`src/rtl/snek_pkg.sv`:
```
// snek_pkg
//   Shared definitions for the snake game controller: FSM state codes,
//   direction codes with their 180-degree reverse, grid dimensions,
//   the food LFSR feedback taps and the food position after reset.
//   No ports (package).
package snek_pkg;

    typedef enum logic [1:0] {
        ST_SPLASH = 2'd0,
        ST_PLAY   = 2'd1,
        ST_OVER   = 2'd2
    } state_t;

    typedef enum logic [2:0] {
        DIR_LEFT  = 3'd0,
        DIR_RIGHT = 3'd1,
        DIR_DOWN  = 3'd2,
        DIR_UP    = 3'd3,
        DIR_HOLD  = 3'd4
    } dir_t;

    localparam int GRID_W = 32;
    localparam int GRID_H = 24;

    // Galois form of x^16 + x^14 + x^13 + x^11 for a right-shifting register
    localparam logic [15:0] LFSR_TAPS = 16'hB400;

    localparam logic [5:0] FOOD_RESET_H = 6'd20;
    localparam logic [5:0] FOOD_RESET_V = 6'd11;

    // HOLD has no opposite, so it maps to itself and never blocks a press
    function automatic dir_t reverse_dir(input dir_t d);
        dir_t r;
        case (d)
            DIR_LEFT:  r = DIR_RIGHT;
            DIR_RIGHT: r = DIR_LEFT;
            DIR_DOWN:  r = DIR_UP;
            DIR_UP:    r = DIR_DOWN;
            default:   r = DIR_HOLD;
        endcase
        return r;
    endfunction

endpackage

```
`src/rtl/snek_food_lfsr.sv`:
```
// snek_food_lfsr
//   Food placement for the snake game. A 16-bit LFSR free-runs every cycle;
//   on a request the next candidate cell is taken from lfsr[4:0] (column) and
//   lfsr[9:5] (row). A candidate is accepted only if it lies on the grid and
//   is not the head cell; otherwise a new candidate is tried next cycle. The
//   previous food cell is held until a candidate is accepted.
// Ports
//   i_clk      in   1  clock
//   i_rst      in   1  synchronous active-high reset
//   i_req      in   1  one-cycle relocation request
//   i_head_h   in   6  snake head column
//   i_head_v   in   6  snake head row
//   o_food_h   out  6  food column
//   o_food_v   out  6  food row
//   o_valid    out  1  low while a relocation is still searching
module snek_food_lfsr
    import snek_pkg::*;
#(
    parameter logic [15:0] LFSR_SEED = 16'hACE1
) (
    input  logic       i_clk,
    input  logic       i_rst,
    input  logic       i_req,
    input  logic [5:0] i_head_h,
    input  logic [5:0] i_head_v,
    output logic [5:0] o_food_h,
    output logic [5:0] o_food_v,
    output logic       o_valid
);

    logic [15:0] r_lfsr;
    logic [5:0]  r_food_h;
    logic [5:0]  r_food_v;
    logic        r_pend;

    logic [15:0] w_lfsr_next;
    logic [5:0]  w_cand_h;
    logic [5:0]  w_cand_v;
    logic        w_accept;
    logic        w_search;

    assign w_lfsr_next = r_lfsr[0] ? ((r_lfsr >> 1) ^ LFSR_TAPS) : (r_lfsr >> 1);

    assign w_cand_h = {1'b0, r_lfsr[4:0]};
    assign w_cand_v = {1'b0, r_lfsr[9:5]};

    assign w_accept = (w_cand_h < 6'(GRID_W)) && (w_cand_v < 6'(GRID_H)) &&
                      !((w_cand_h == i_head_h) && (w_cand_v == i_head_v));

    // The request itself already tries a candidate, so a lucky first draw
    // moves the food on the cycle right after the eat.
    assign w_search = i_req | r_pend;

    always_ff @(posedge i_clk) begin
        if (i_rst) begin
            r_lfsr   <= LFSR_SEED;
            r_food_h <= FOOD_RESET_H;
            r_food_v <= FOOD_RESET_V;
            r_pend   <= 1'b0;
        end else begin
            r_lfsr <= w_lfsr_next;
            if (w_search) begin
                if (w_accept) begin
                    r_food_h <= w_cand_h;
                    r_food_v <= w_cand_v;
                    r_pend   <= 1'b0;
                end else begin
                    r_pend   <= 1'b1;
                end
            end
        end
    end

    assign o_food_h = r_food_h;
    assign o_food_v = r_food_v;
    assign o_valid  = ~r_pend;

endmodule

```
`src/rtl/snek_game_ctrl.sv`:
```
// snek_game_ctrl
//   Game sequencer for the snake datapath. Runs SPLASH -> PLAY -> OVER,
//   paces movement with a one-cycle run strobe every STEP_FRAMES frames,
//   latches the player direction, detects eating, requests growth and keeps
//   a saturating score. Food placement lives in snek_food_lfsr.
// Optional feature
//   SNEK_SPEEDUP_EN: when defined, the step period shrinks by one frame on
//   every 4th score increment down to MIN_STEP_FRAMES, taking effect at the
//   next step counter wrap. Undefined: the period is fixed at STEP_FRAMES.
// Ports
//   i_frame_clk  in   1  frame-rate clock
//   i_rst        in   1  synchronous active-high reset
//   i_btn_l/r/u/d in  1  direction buttons (level, synchronised)
//   i_btn_start  in   1  start button (level)
//   i_head_h     in   6  snake head column
//   i_head_v     in   6  snake head row
//   i_body_len   in   8  current snake length
//   i_dead       in   1  snake collision flag
//   o_snek_rst   out  1  reset to the snake datapath
//   o_run        out  1  step strobe
//   o_grow_flag  out  1  grow request, only with o_run
//   o_dir        out  3  0 left, 1 right, 2 down, 3 up, 4 hold
//   o_food_h/v   out  6  food cell
//   o_score      out  8  food eaten this game
//   o_state      out  2  0 SPLASH, 1 PLAY, 2 OVER
module snek_game_ctrl
    import snek_pkg::*;
#(
    parameter int          MAXLEN          = 16,
    parameter int          STEP_FRAMES     = 8,
    parameter int          MIN_STEP_FRAMES = 3,
    parameter logic [15:0] LFSR_SEED       = 16'hACE1
) (
    input  logic       i_frame_clk,
    input  logic       i_rst,
    input  logic       i_btn_l,
    input  logic       i_btn_r,
    input  logic       i_btn_u,
    input  logic       i_btn_d,
    input  logic       i_btn_start,
    input  logic [5:0] i_head_h,
    input  logic [5:0] i_head_v,
    input  logic [7:0] i_body_len,
    input  logic       i_dead,
    output logic       o_snek_rst,
    output logic       o_run,
    output logic       o_grow_flag,
    output logic [2:0] o_dir,
    output logic [5:0] o_food_h,
    output logic [5:0] o_food_v,
    output logic [7:0] o_score,
    output logic [1:0] o_state
);

    localparam int CNT_W = $clog2(STEP_FRAMES + 1);
    localparam logic [CNT_W-1:0] PERIOD_INIT = CNT_W'(STEP_FRAMES);

    if (STEP_FRAMES < 2 || MIN_STEP_FRAMES < 1 || MIN_STEP_FRAMES > STEP_FRAMES) begin : g_bad_period
        $error("snek_game_ctrl: step period parameters out of range");
    end

    state_t           r_state;
    state_t           w_state_next;
    dir_t             r_dir;
    dir_t             w_btn_dir;
    logic             w_btn_valid;
    logic             w_dir_load;
    logic             r_btn_start_q;
    logic             w_start_edge;
    logic [CNT_W-1:0] r_step_cnt;
    logic [CNT_W-1:0] w_period;
    logic             w_step_last;
    logic [7:0]       r_score;
    logic             w_score_inc;
    logic             r_grow_pend;
    logic             w_room;
    logic             w_eat;
    logic             w_run;
    logic             w_grow;
    logic             w_snek_rst;
    logic [5:0]       w_food_h;
    logic [5:0]       w_food_v;
    logic             w_food_valid;

`ifdef SNEK_SPEEDUP_EN
    localparam logic [CNT_W-1:0] PERIOD_MIN = CNT_W'(MIN_STEP_FRAMES);
    logic [CNT_W-1:0] r_period;
    logic [CNT_W-1:0] r_period_target;
    logic [1:0]       r_eat_cnt;
    assign w_period = r_period;
`else
    assign w_period = PERIOD_INIT;
`endif

    assign w_start_edge = i_btn_start & ~r_btn_start_q;
    assign w_step_last  = (r_step_cnt == (w_period - CNT_W'(1)));
    assign w_room       = (i_body_len < 8'(MAXLEN));

    // Eating waits for a settled food cell so a stale position under the
    // head cannot be eaten twice while relocation is still searching.
    assign w_eat = (r_state == ST_PLAY) && (i_head_h == w_food_h) &&
                   (i_head_v == w_food_v) && !r_grow_pend && w_food_valid;
    assign w_score_inc = w_eat && (r_score != 8'hFF);

    // Button priority left > right > up > down
    always_comb begin
        w_btn_dir   = DIR_HOLD;
        w_btn_valid = 1'b1;
        if (i_btn_l)      w_btn_dir = DIR_LEFT;
        else if (i_btn_r) w_btn_dir = DIR_RIGHT;
        else if (i_btn_u) w_btn_dir = DIR_UP;
        else if (i_btn_d) w_btn_dir = DIR_DOWN;
        else              w_btn_valid = 1'b0;
    end

    assign w_dir_load = (r_state == ST_PLAY) && w_btn_valid &&
                        (w_btn_dir != reverse_dir(r_dir));

    always_ff @(posedge i_frame_clk) begin
        if (i_rst) r_state <= ST_SPLASH;
        else       r_state <= w_state_next;
    end

    // A dead flag suppresses the strobe on the very cycle it is seen
    always_comb begin
        w_state_next = r_state;
        w_snek_rst   = 1'b0;
        w_run        = 1'b0;
        w_grow       = 1'b0;
        case (r_state)
            ST_SPLASH: begin
                w_snek_rst = 1'b1;
                if (w_start_edge) w_state_next = ST_PLAY;
            end
            ST_PLAY: begin
                w_run  = w_step_last & ~i_dead;
                w_grow = w_step_last & ~i_dead & r_grow_pend & w_room;
                if (i_dead) w_state_next = ST_OVER;
            end
            ST_OVER: begin
                if (w_start_edge) w_state_next = ST_SPLASH;
            end
            default: begin
                w_state_next = ST_SPLASH;
                w_snek_rst   = 1'b1;
            end
        endcase
    end

    always_ff @(posedge i_frame_clk) begin
        if (i_rst) begin
            r_btn_start_q <= 1'b0;
            r_dir         <= DIR_HOLD;
            r_score       <= 8'd0;
            r_step_cnt    <= '0;
            r_grow_pend   <= 1'b0;
        end else begin
            r_btn_start_q <= i_btn_start;
            if ((r_state == ST_SPLASH) && w_start_edge) begin
                r_dir       <= DIR_HOLD;
                r_score     <= 8'd0;
                r_step_cnt  <= '0;
                r_grow_pend <= 1'b0;
            end else if (r_state == ST_PLAY) begin
                r_step_cnt <= w_step_last ? '0 : r_step_cnt + CNT_W'(1);
                if (w_dir_load) r_dir <= w_btn_dir;
                // A strobe with a full snake still consumes the pending grow
                if (w_eat) begin
                    r_grow_pend <= 1'b1;
                    if (w_score_inc) r_score <= r_score + 8'd1;
                end else if (w_run && r_grow_pend) begin
                    r_grow_pend <= 1'b0;
                end
            end
        end
    end

`ifdef SNEK_SPEEDUP_EN
    // The target shrinks on every 4th point; the live period only follows it
    // at a wrap so a step in progress is never cut short.
    always_ff @(posedge i_frame_clk) begin
        if (i_rst) begin
            r_period        <= PERIOD_INIT;
            r_period_target <= PERIOD_INIT;
            r_eat_cnt       <= 2'd0;
        end else if ((r_state == ST_SPLASH) && w_start_edge) begin
            r_period        <= PERIOD_INIT;
            r_period_target <= PERIOD_INIT;
            r_eat_cnt       <= 2'd0;
        end else if (r_state == ST_PLAY) begin
            if (w_step_last) r_period <= r_period_target;
            if (w_score_inc) begin
                r_eat_cnt <= r_eat_cnt + 2'd1;
                if ((r_eat_cnt == 2'd3) && (r_period_target > PERIOD_MIN))
                    r_period_target <= r_period_target - CNT_W'(1);
            end
        end
    end
`endif

    snek_food_lfsr #(
        .LFSR_SEED (LFSR_SEED)
    ) u_food (
        .i_clk    (i_frame_clk),
        .i_rst    (i_rst),
        .i_req    (w_eat),
        .i_head_h (i_head_h),
        .i_head_v (i_head_v),
        .o_food_h (w_food_h),
        .o_food_v (w_food_v),
        .o_valid  (w_food_valid)
    );

    assign o_snek_rst  = w_snek_rst;
    assign o_run       = w_run;
    assign o_grow_flag = w_grow;
    assign o_dir       = r_dir;
    assign o_food_h    = w_food_h;
    assign o_food_v    = w_food_v;
    assign o_score     = r_score;
    assign o_state     = r_state;

endmodule

```
`config.mk`:
```
export PLATFORM = sky130hd
export DESIGN_NAME = snek_game_ctrl
export DESIGN_NICKNAME = d
export VERILOG_FILES = /design/src/rtl/snek_pkg.sv /design/src/rtl/snek_food_lfsr.sv /design/src/rtl/snek_game_ctrl.sv
export SDC_FILE = /design/constraint.sdc
export NUM_CORES = 1
export LEC_CHECK = 0
export CORE_UTILIZATION = 44
export DETAILED_ROUTE_END_ITERATION = 6
export PLACE_DENSITY = 0.76
export SLEW_MARGIN = 20
export SYNTH_ARGS = -nofsm -noshare
export SYNTH_HDL_FRONTEND = slang
export SYNTH_SLANG_ARGS = --single-unit
```
`constraint.sdc`:
```
create_clock -name i_frame_clk -period 2.05 [get_ports i_frame_clk]
set_input_delay 0.41 -clock i_frame_clk [delete_from_list [all_inputs] [get_ports i_frame_clk]]
set_output_delay 0.41 -clock i_frame_clk [all_outputs]
set_load 0.005 [all_outputs]
```
# [Word level (Yosys, flattened, before mapping)]
# Cells that the tools add are included.
# W data, S select, Z words.
[op_classes] n_mux=21 n_reduce_logical=24 n_lt_le_gt_ge=3 bitwise=9 n_addsub=2 eq_ne=15
[op_table] cell="$mux W16" count=1
[op_table] cell="$eq A5 B6 Y1" count=2
[op_table] cell="$eq A6 B5 Y1" count=2
[op_table] cell="$logic_and A1 B1 Y1" count=12
[op_table] cell="$mux W3" count=4
[op_table] cell="$pmux W3 S4" count=1
[op_table] cell="$mux W1" count=10
[op_table] cell="$add A8 B1 Y8 const B" count=1
[op_table] cell="$lt A8 B5 Y1 const B" count=1
[op_table] cell="$ne A8 B8 Y1 const B" count=1
[op_table] cell="$eq A3 B2 Y1 const B" count=2
[op_table] cell="$lt A5 B6 Y1 const B" count=1
[op_table] cell="$mux W2" count=3
[op_table] cell="$ne A2 B2 Y1 const B" count=3
[op_table] cell="$pmux W2 S3" count=1
[op_table] cell="$reduce_and A2 Y1" count=3
[op_table] cell="$reduce_and A3 Y1" count=2
[op_table] cell="$lt A5 B5 Y1 const B" count=1
[op_table] cell="$add A4 B1 Y4 const B" count=1
[op_table] cell="$and A1 B1 Y1" count=4
[op_table] cell="$eq A4 B3 Y1 const B" count=1
[op_table] cell="$mux W4" count=1
[op_table] cell="$not A3 Y4" count=1
[op_table] cell="$reduce_or A2 Y1" count=2
[op_table] cell="10 further kinds" count=13
[word_totals] ff_bits=46 elab_cells=84 in_bits=28 out_inout_bits=28

# [Logic depth before layout (Yosys ltp)]
# Gate-level depths: netlist (run 1).
[depth] ltp_word=7 ltp_mapped=8 depth_no_buf=7

# [Hierarchy]
# A second synthesis (run 1) with hierarchy kept.
[hier_totals] cells_unflattened=245 hier_area_um2=2220.9
[by_module_without_submodules] mod="snek_game_ctrl" area_each_um2=1169.9 instances=1 cells_each=142
[by_module_without_submodules] mod="snek_food_lfsr" area_each_um2=1051.0 instances=1 cells_each=103

# [Least setup slack after synthesis (run 1)]
# Ideal clock, no wire load.
[synth_path] path_kind="register to register" startpoint="register r_state[1] (netlist: o_state[1])" endpoint="register u_food.r_food_h[3] (netlist: u_food.o_food_h[3])" t_required_ps=1927 t_arrival_ps=2035 setup_slack_ps=-108 setup_ps=123 path_stages_with_launch=8 path_cell_list="dfxtp_1 > inv_1 > ha_1 > or4b_4 > nor4_1 > a31oi_1 > nand2b_4 > mux2_1"
[synth_between] elab_chain_len=7
[synth_lines] element="from (decl)" line_no="snek_game_ctrl.sv:62" source="state_t r_state;"
[synth_lines] element="from (signal assigned)" line_no="snek_game_ctrl.sv:121" source="else r_state <= w_state_next;"
[synth_lines] element="$eq A2 B1 Y1" line_no="snek_game_ctrl.sv:101" source="assign w_eat = (r_state == ST_PLAY) && (i_head_h == w_food_h) &&"
[synth_lines] element="$logic_and A1 B1 Y1 (2 in a row)" line_no="snek_game_ctrl.sv:101"
[synth_lines] element="$logic_and A1 B1 Y1 (2 in a row)" line_no="snek_game_ctrl.sv:102" source="(i_head_v == w_food_v) && !r_grow_pend && w_food_valid;"
[synth_lines] element="$or A1 B1 Y1" line_no="snek_food_lfsr.sv:52" source="assign w_search = i_req | r_pend;"
[synth_lines] element="$reduce_and A2 Y1 (no source line)"
[synth_lines] element="to (signal assigned)" line_no="snek_food_lfsr.sv:64" source="r_food_h <= w_cand_h;"
[synth_lines] element="to (decl)" line_no="snek_food_lfsr.sv:32" source="logic [5:0] r_food_h;"
# No other way between the ends.
# A chain may end at the register's enable or synchronous reset.

# [Worst setup path after layout (run 1)]
[layout_path] startpoint="register r_state[1] (netlist: o_state[1])" endpoint="register u_food.r_food_h[1] (netlist: u_food.o_food_h[1])"
# Same word-level chain as after synthesis.

==> results of run 1 <==
## registers in the layout, indices dropped and copies added (netlist names)
register / count
u_food.o_food_v: 5
o_score: 8
u_food.o_food_h: 5
r_step_cnt: 4
r_grow_pend: 1
u_food.r_lfsr: 16
o_state: 2
u_food.r_pend: 1
o_dir: 3
r_btn_start_q: 1
## critical path, stage by stage, from the launching register on
cell and delay [ns]:
dfxtp_2 0.33, inv_2 0.06, ha_4 0.12, or4b_4 0.50, nor4_4 0.23, a31oi_4 0.15
nor2b_1 0.16, buf_4 0.20, mux2i_1 0.22
## cells in the final DEF (no fill, tap or decap), types with 3 or more instances in the layout
master           count
nor2_1              24
nor2b_1             13
o21ai_0              6
xor2_2               3
inv_1                6
mux2i_1             13
dlygate4sd2_1        5
nand2_1             12
dfxtp_1             42
nor3_1               3
nand4_1              4
clkbuf_8             5
buf_4               25
clkdlybuf4s50_1     43
nand2b_1            14
a21oi_1              8
dfxtp_2              4
xor2_1              16
ha_1                 4
or2_2                4
xnor2_1              7
or3_1                3
## per-layer routing
| metal | track usage (%) | share of wire (%) |
|---|---|---|
| met5 | 0 | 0 |
| met4 | 9.150 | 1.6 |
| met3 | 4.167 | 5.5 |
| met2 | 32.92 | 50 |
| met1 | 23.47 | 43 |
## area by class of cell
| type | count | share of cell area (%) |
|---|---|---|
| multi-input combinational | 171 | 41.28 |
| clock buffer | 5 | 2.209 |
| tap | 67 | 2.691 |
| clock inverter | 3 | 1.446 |
| sequential | 46 | 29.72 |
| timing repair buffer | 75 | 21.81 |
| inverter | 7 | 0.8434 |
## through the flow
step	TNS, ns	cells	setup WS [ns]	utilization [%]
floorplan	0	234	0.02472	-
global placement	-4.721	361	-0.3614	60.90
detailed placement	-5.715	361	-0.4086	60.90
CTS	0	371	0.01109	64.19
global route	-0.3721	374	-0.08083	65.96
finish	0	374	0.01846	65.96
## power by group
part	internal (mW)	switching (mW)	total, mW
registers	0.928	0.0236	0.952
clock network	0.362	0.315	0.678
logic	0.166	0.139	0.306
total	1.46	0.478	1.94
## worst max-delay path by stage
| stage | slack [ns] | to | from | depth (start not counted) |
|---|---|---|---|---|
| 5_1_grt | -0.08 | u_food.o_food_h[1] | o_state[1] | 8 |
| 6_report | 0.02 | u_food.o_food_h[1] | o_state[1] | 8 |
| 2_1_floorplan | 0.02 | o_score[7] | o_state[1] | 7 |
| 3_5_place_dp | -0.41 | o_score[7] | i_head_h[5] | 6 |
| 4_1_cts | 0.01 | u_food.o_food_v[4] | i_head_h[4] | 6 |
| 3_3_place_gp | -0.36 | o_score[7] | i_head_h[5] | 6 |
## kinds of logic after synthesis
| logic type | Yosys count | share of synthesized area, % |
|---|---|---|
| AND/OR/NAND/NOR | 97 | 26.08 |
| flip-flops | 46 | 42.47 |
| XOR/XNOR | 26 | 10.50 |
| AO/OA/AOI/OAI | 25 | 6.925 |
| buffers and inverters | 17 | 3.346 |
| multiplexers | 15 | 7.040 |
| adder cells (fa/ha/maj) | 6 | 3.462 |
| other | 1 | 0.1729 |
## what timing repair did
action | CTS | global route
gates resized for setup | 14 | 14
setup buffers | 2 | 3
hold buffers | 0 | 0
cloned | 0 | 0
pin swaps | 7 | 4
setup endpoints to repair | 10 | 18
==> results.cfg, run 1 <==
[place]
dp_hpwl_um = 3421
gp_congestion = 0.7583
io_buffers = 49
placed_cell_area_um2 = 2877

[layout]
syn2layout_area_growth_pct = 43.68
fill_cells = 392
antenna_cells = 0
drive_gt1_share_pct = 20.52
fin_area_um2 = 3115
regArea_um2 = 925.9
nNetsFinal = 340
multiInputGateArea_um2 = 1286

[synth]
synth.most_common_cell = dfxtp_1
synth_top_cell_area_share_pct = 42.47
synth_area_um2 = 2168
synth_seq_area_share_pct = 42.47
ys_types = 42
synthTopCellsByArea = dfxtp_1 42%, xor2_1 7.7%, mux2i_1 6.0%, nor2_1 4.3%, nand2b_1 4.0%
synthCells = 233
yosys.area.top_type = dfxtp_1
synth_edf_count = 0
synth_ff_type = dfxtp_1
ys_seq_elements = 46
synthTopCellsByCount = 46 x dfxtp_1, 25 x nor2_1, 19 x xor2_1
async_flop_share_pct = 0
ys_warn_count = 0
postSynthAreaPerCell_um2 = 9.306

[die]
die_y_um = 72.20
die_w_um = 72.20
die_area_um2 = 5213
ios = 56
coreArea_um2 = 4723
initial_utilization_pct = 45.91
rows = 25

[setup_path]
cp.required_ns = 2.29
worstSetupPathType = reg -> reg
start_kind = flip-flop
r2r_slack_ns = 0.02
reg2reg_from = o_state[1]
crit_fanout = 6
reg2reg_depth = 8
end_kind = flip-flop
crit_arrival_ns = 2.27
r2r-end = u_food.o_food_h[1]

[power]
p_per_area_nw_per_um2 = 621.2
fin_total_pwr_mw = 1.935
power.leakage_nw = 1.255
ir_drop_mv = 0.4435

[route]
dr.first_iter.drc_count = 92
ant_nets = 0
viasPerCell = 4.960
via_count = 1855
drc = 0
wl_per_cell_um = 12.84
wl_um = 4802
firstDrtPassIters = 4

[cts]
clkTransAtPathRegs_ns = 0.09
cts_buffers = 5
root_buffer = clkbuf_8
clock_sinks = 46
clockBufferDepth = 2
htreeDepth = 2
clock_latency_ns = 0.31
cts_tree = built

[min_path]
min_path_type = reg -> reg
min_from = u_food.r_lfsr[12]
worstHoldEndpoint = u_food.r_lfsr[11]
min_path_cells = 1

[global_route]
gr-total-overflow = 0
grt_pass1_vias = 1714
grtUsageTotal_pct = 19.43
grt_max_degree = 38
antenna_found_initial = 0
grt_pass1_wl_um = 7762

[flow_run]
maxCapViolCount = 0

[timing]
slew_viol_final = 0
hold_violations = 0
max_freq_ghz = 0.4922
fin_crit_sh_pct = 99.10
period_minus_slack_ns = 2.032
rsz0062_at_grt = yes
setup_viol = 0
fin_skew_ns = 0.008475
whs_ns = 0.4334

[run_status]
status = finished, final reports clean
Note: power is estimated with default switching activity, not from simulation.
==> run 2: changes to the inputs <==
SKIP_LAST_GASP = 1   (was default)
SLEW_MARGIN = default   (was 20)
SYNTH_HIERARCHICAL = 1   (was default)
==> results.cfg, run 2 <==
[synth]
synthTopCellsByArea = dfxtp_1 41%, xnor2_1 9.5%, mux2i_1 5.4%, nor2_1 5.2%, nor2b_1 3.9%
synthCells = 245
synthTopCellsByCount = 46 x dfxtp_1, 31 x nor2_1, 24 x xnor2_1
postSynthAreaPerCell_um2 = 9.065
ys_warn_count = 6
synth_edf_count = 0
synth_seq_area_share_pct = 41.46
async_flop_share_pct = 0
ys_types = 42
ys_seq_elements = 46
synth.most_common_cell = dfxtp_1
synth_ff_type = dfxtp_1
yosys.area.top_type = dfxtp_1
synth_top_cell_area_share_pct = 41.46
synth_area_um2 = 2221

[timing]
worst_pin_slew_ns = 0.5937
fin_crit_sh_pct = 113.9
hold_violations = 0
period_minus_slack_ns = 2.336
max_freq_ghz = 0.4281
setup_viol = 19
rsz0062_at_grt = yes
finalWorstSetupSlack_ns = -0.2859
relSlewSlack_pct = 60.42
finalSetupTns_ns = -2.649
slew_viol_final = 0
fin_skew_ns = 0.006328

[route]
firstDrtPassIters = 5
dr.first_iter.drc_count = 93
ant_nets = 0
wl_um = 5832
drc = 0
wl_per_cell_um = 14.02
via_count = 2038
viasPerCell = 4.899

[cts]
cts_buffers = 5
clock_latency_ns = 0.31
cts_tree = built
clock_sinks = 46
htreeDepth = 2
clockBufferDepth = 2
root_buffer = clkbuf_8
clkTransAtPathRegs_ns = 0.08

[setup_path]
end_kind = flip-flop
crit_fanout = 4
critPathMaxStageDelay_ns = 0.54
worstSetupPathType = reg -> reg
crit_arrival_ns = 2.58
cp.required_ns = 2.30
cpMaxStageDelayCell = or4b_4
start_kind = flip-flop
crit_chain = inv_2, ha_4, nand3b_1, or4b_4, or4_4, or4_1, nand2_1

[place]
dp.cells = 392
io_buffers = 49
dp_hpwl_um = 3788
gp_congestion = 0.8367

[layout]
final_cell_mix = 46 x buf_4, 39 x dfxtp_1, 38 x clkdlybuf4s50_1, 30 x nor2_1, 17 x xnor2_1
syn2layout_area_growth_pct = 54.03
drive_gt1_share_pct = 30.66
final_cells = 416
antenna_cells = 0
nNetsFinal = 382
largest_reg_flops = 16
utilization_pct = 71.48
fill_cells = 349
regMostFlops = u_food/r_lfsr
final_common_cell = buf_4

[global_route]
use_met1_pct = 25.30
met3_usage_pct = 6.630
antenna_found_initial = 0
gr-total-overflow = 0
grt_pass1_vias = 2021
grtUsageTotal_pct = 22.83
grt_max_degree = 37
grt_pass1_wl_um = 9045
use_met2_pct = 40.23
grt-busiest-layer = met2

[die]
ios = 56
die_area_um2 = 5336
initial_utilization_pct = 46.41
die_w_um = 73.05
die_y_um = 73.05
coreArea_um2 = 4786
rows = 25

[min_path]
min_path_type = reg -> reg

[power]
ir_drop_mv = 0.5033
fin_total_pwr_mw = 1.892
power.leakage_nw = 1.400
p_per_area_nw_per_um2 = 553.2

[run_status]
violations = negative setup slack
status = finished with violations

[flow_run]
maxCapViolCount = 0
-- run 2: cell types whose count changed after synthesis, sizes merged, moves of 2 or more --
| cell | delta |
|---|---|
| nand3 | +5 |
| and4 | -3 |
| nor3 | -2 |
| xor2 | -15 |
| nand4 | +3 |
| a21oi | -2 |
| nand2 | +3 |
| xnor2 | +17 |
| nor2 | +6 |
| o211ai | +2 |
| a31o | +2 |
| nand2b | -5 |
| nor4 | -3 |
| or4 | +3 |
-- run 2: final timing paths --
path	startpoint	end	slack, ns	cells past startpoint
max	o_state[1]	o_score[6]	-0.29	7
min	u_food/r_lfsr[12]	u_food/r_lfsr[11]	0.42	1
max reg2reg	o_state[1]	o_score[6]	-0.29	7
min reg2reg	u_food/r_lfsr[12]	u_food/r_lfsr[11]	0.42	1
-- run 2: power by group --
part	internal, mW	switching (mW)
sequential	0.928	0.0250
clock	0.271	0.317
combinational	0.201	0.150
-- run 2: cell families (layout without fill, tap and decap cells) --
kind of cell / after synthesis / in the layout / share of synthesized area, %
AND/OR/NAND/NOR: 105 / 105 / 25.07
flip-flops: 46 / 46 / 41.46
XOR/XNOR: 28 / 28 / 11.04
AO/OA/AOI/OAI: 26 / 26 / 7.832
buffers and inverters: 18 / 121 / 4.112
multiplexers: 15 / 15 / 6.930
adder cells (fa/ha/maj): 6 / 6 / 3.380
other: 1 / 2 / 0.1689
-- run 2: per-stage QoR --
stage	setup WS (ns)	hold slack, ns	instance area (um^2)
final	-0.2859	0.4245	3421
after detailed placement	-0.8601	0.4113	3059
after global placement	-0.7376	0.3951	3059
after CTS	-0.2221	0.4301	3341
after floorplan	-0.2041	0.3895	2252
after global routing	-0.3665	0.4679	3421
-- run 2: area by class of cell --
cell class              count  area, um^2  area share (%)
multi-input cells         182        1344           39.28
repair buffers            105       938.4           27.43
flip-flops and latches     46       929.6           27.18
inverters                   8       30.03          0.8778
well taps                  67       83.83           2.451
clock buffers               6       82.58           2.414
clock inverters             2       12.51          0.3658
-- run 2: what timing repair did --
| action | 4_1_cts | 5_1_grt |
|---|---|---|
| resized for setup | 44 | 13 |
| endpoints found under the setup margin | 23 | 19 |
| setup buffers | 11 | 6 |
| hold buffers | 0 | 0 |
| cloned | 0 | 0 |
| pin swaps | 18 | 6 |
| hold endpoints to repair | 0 | 0 |
-- run 2: critical path: cells and delay by family (launching register included) --
kind | cells | cell delay (ns)
flops | 1 | 0.33
simple gates | 5 | 1.74
buf+inv | 1 | 0.07
fa+ha+maj | 1 | 0.12
-- run 2: metal layers --
metal / vias up / share of wire [%]
li1: 1027 / -
met1: 954 / 43
met2: 50 / 52
met3: 7 / 3.9
met4: 0 / 1.3
met5: - / 0
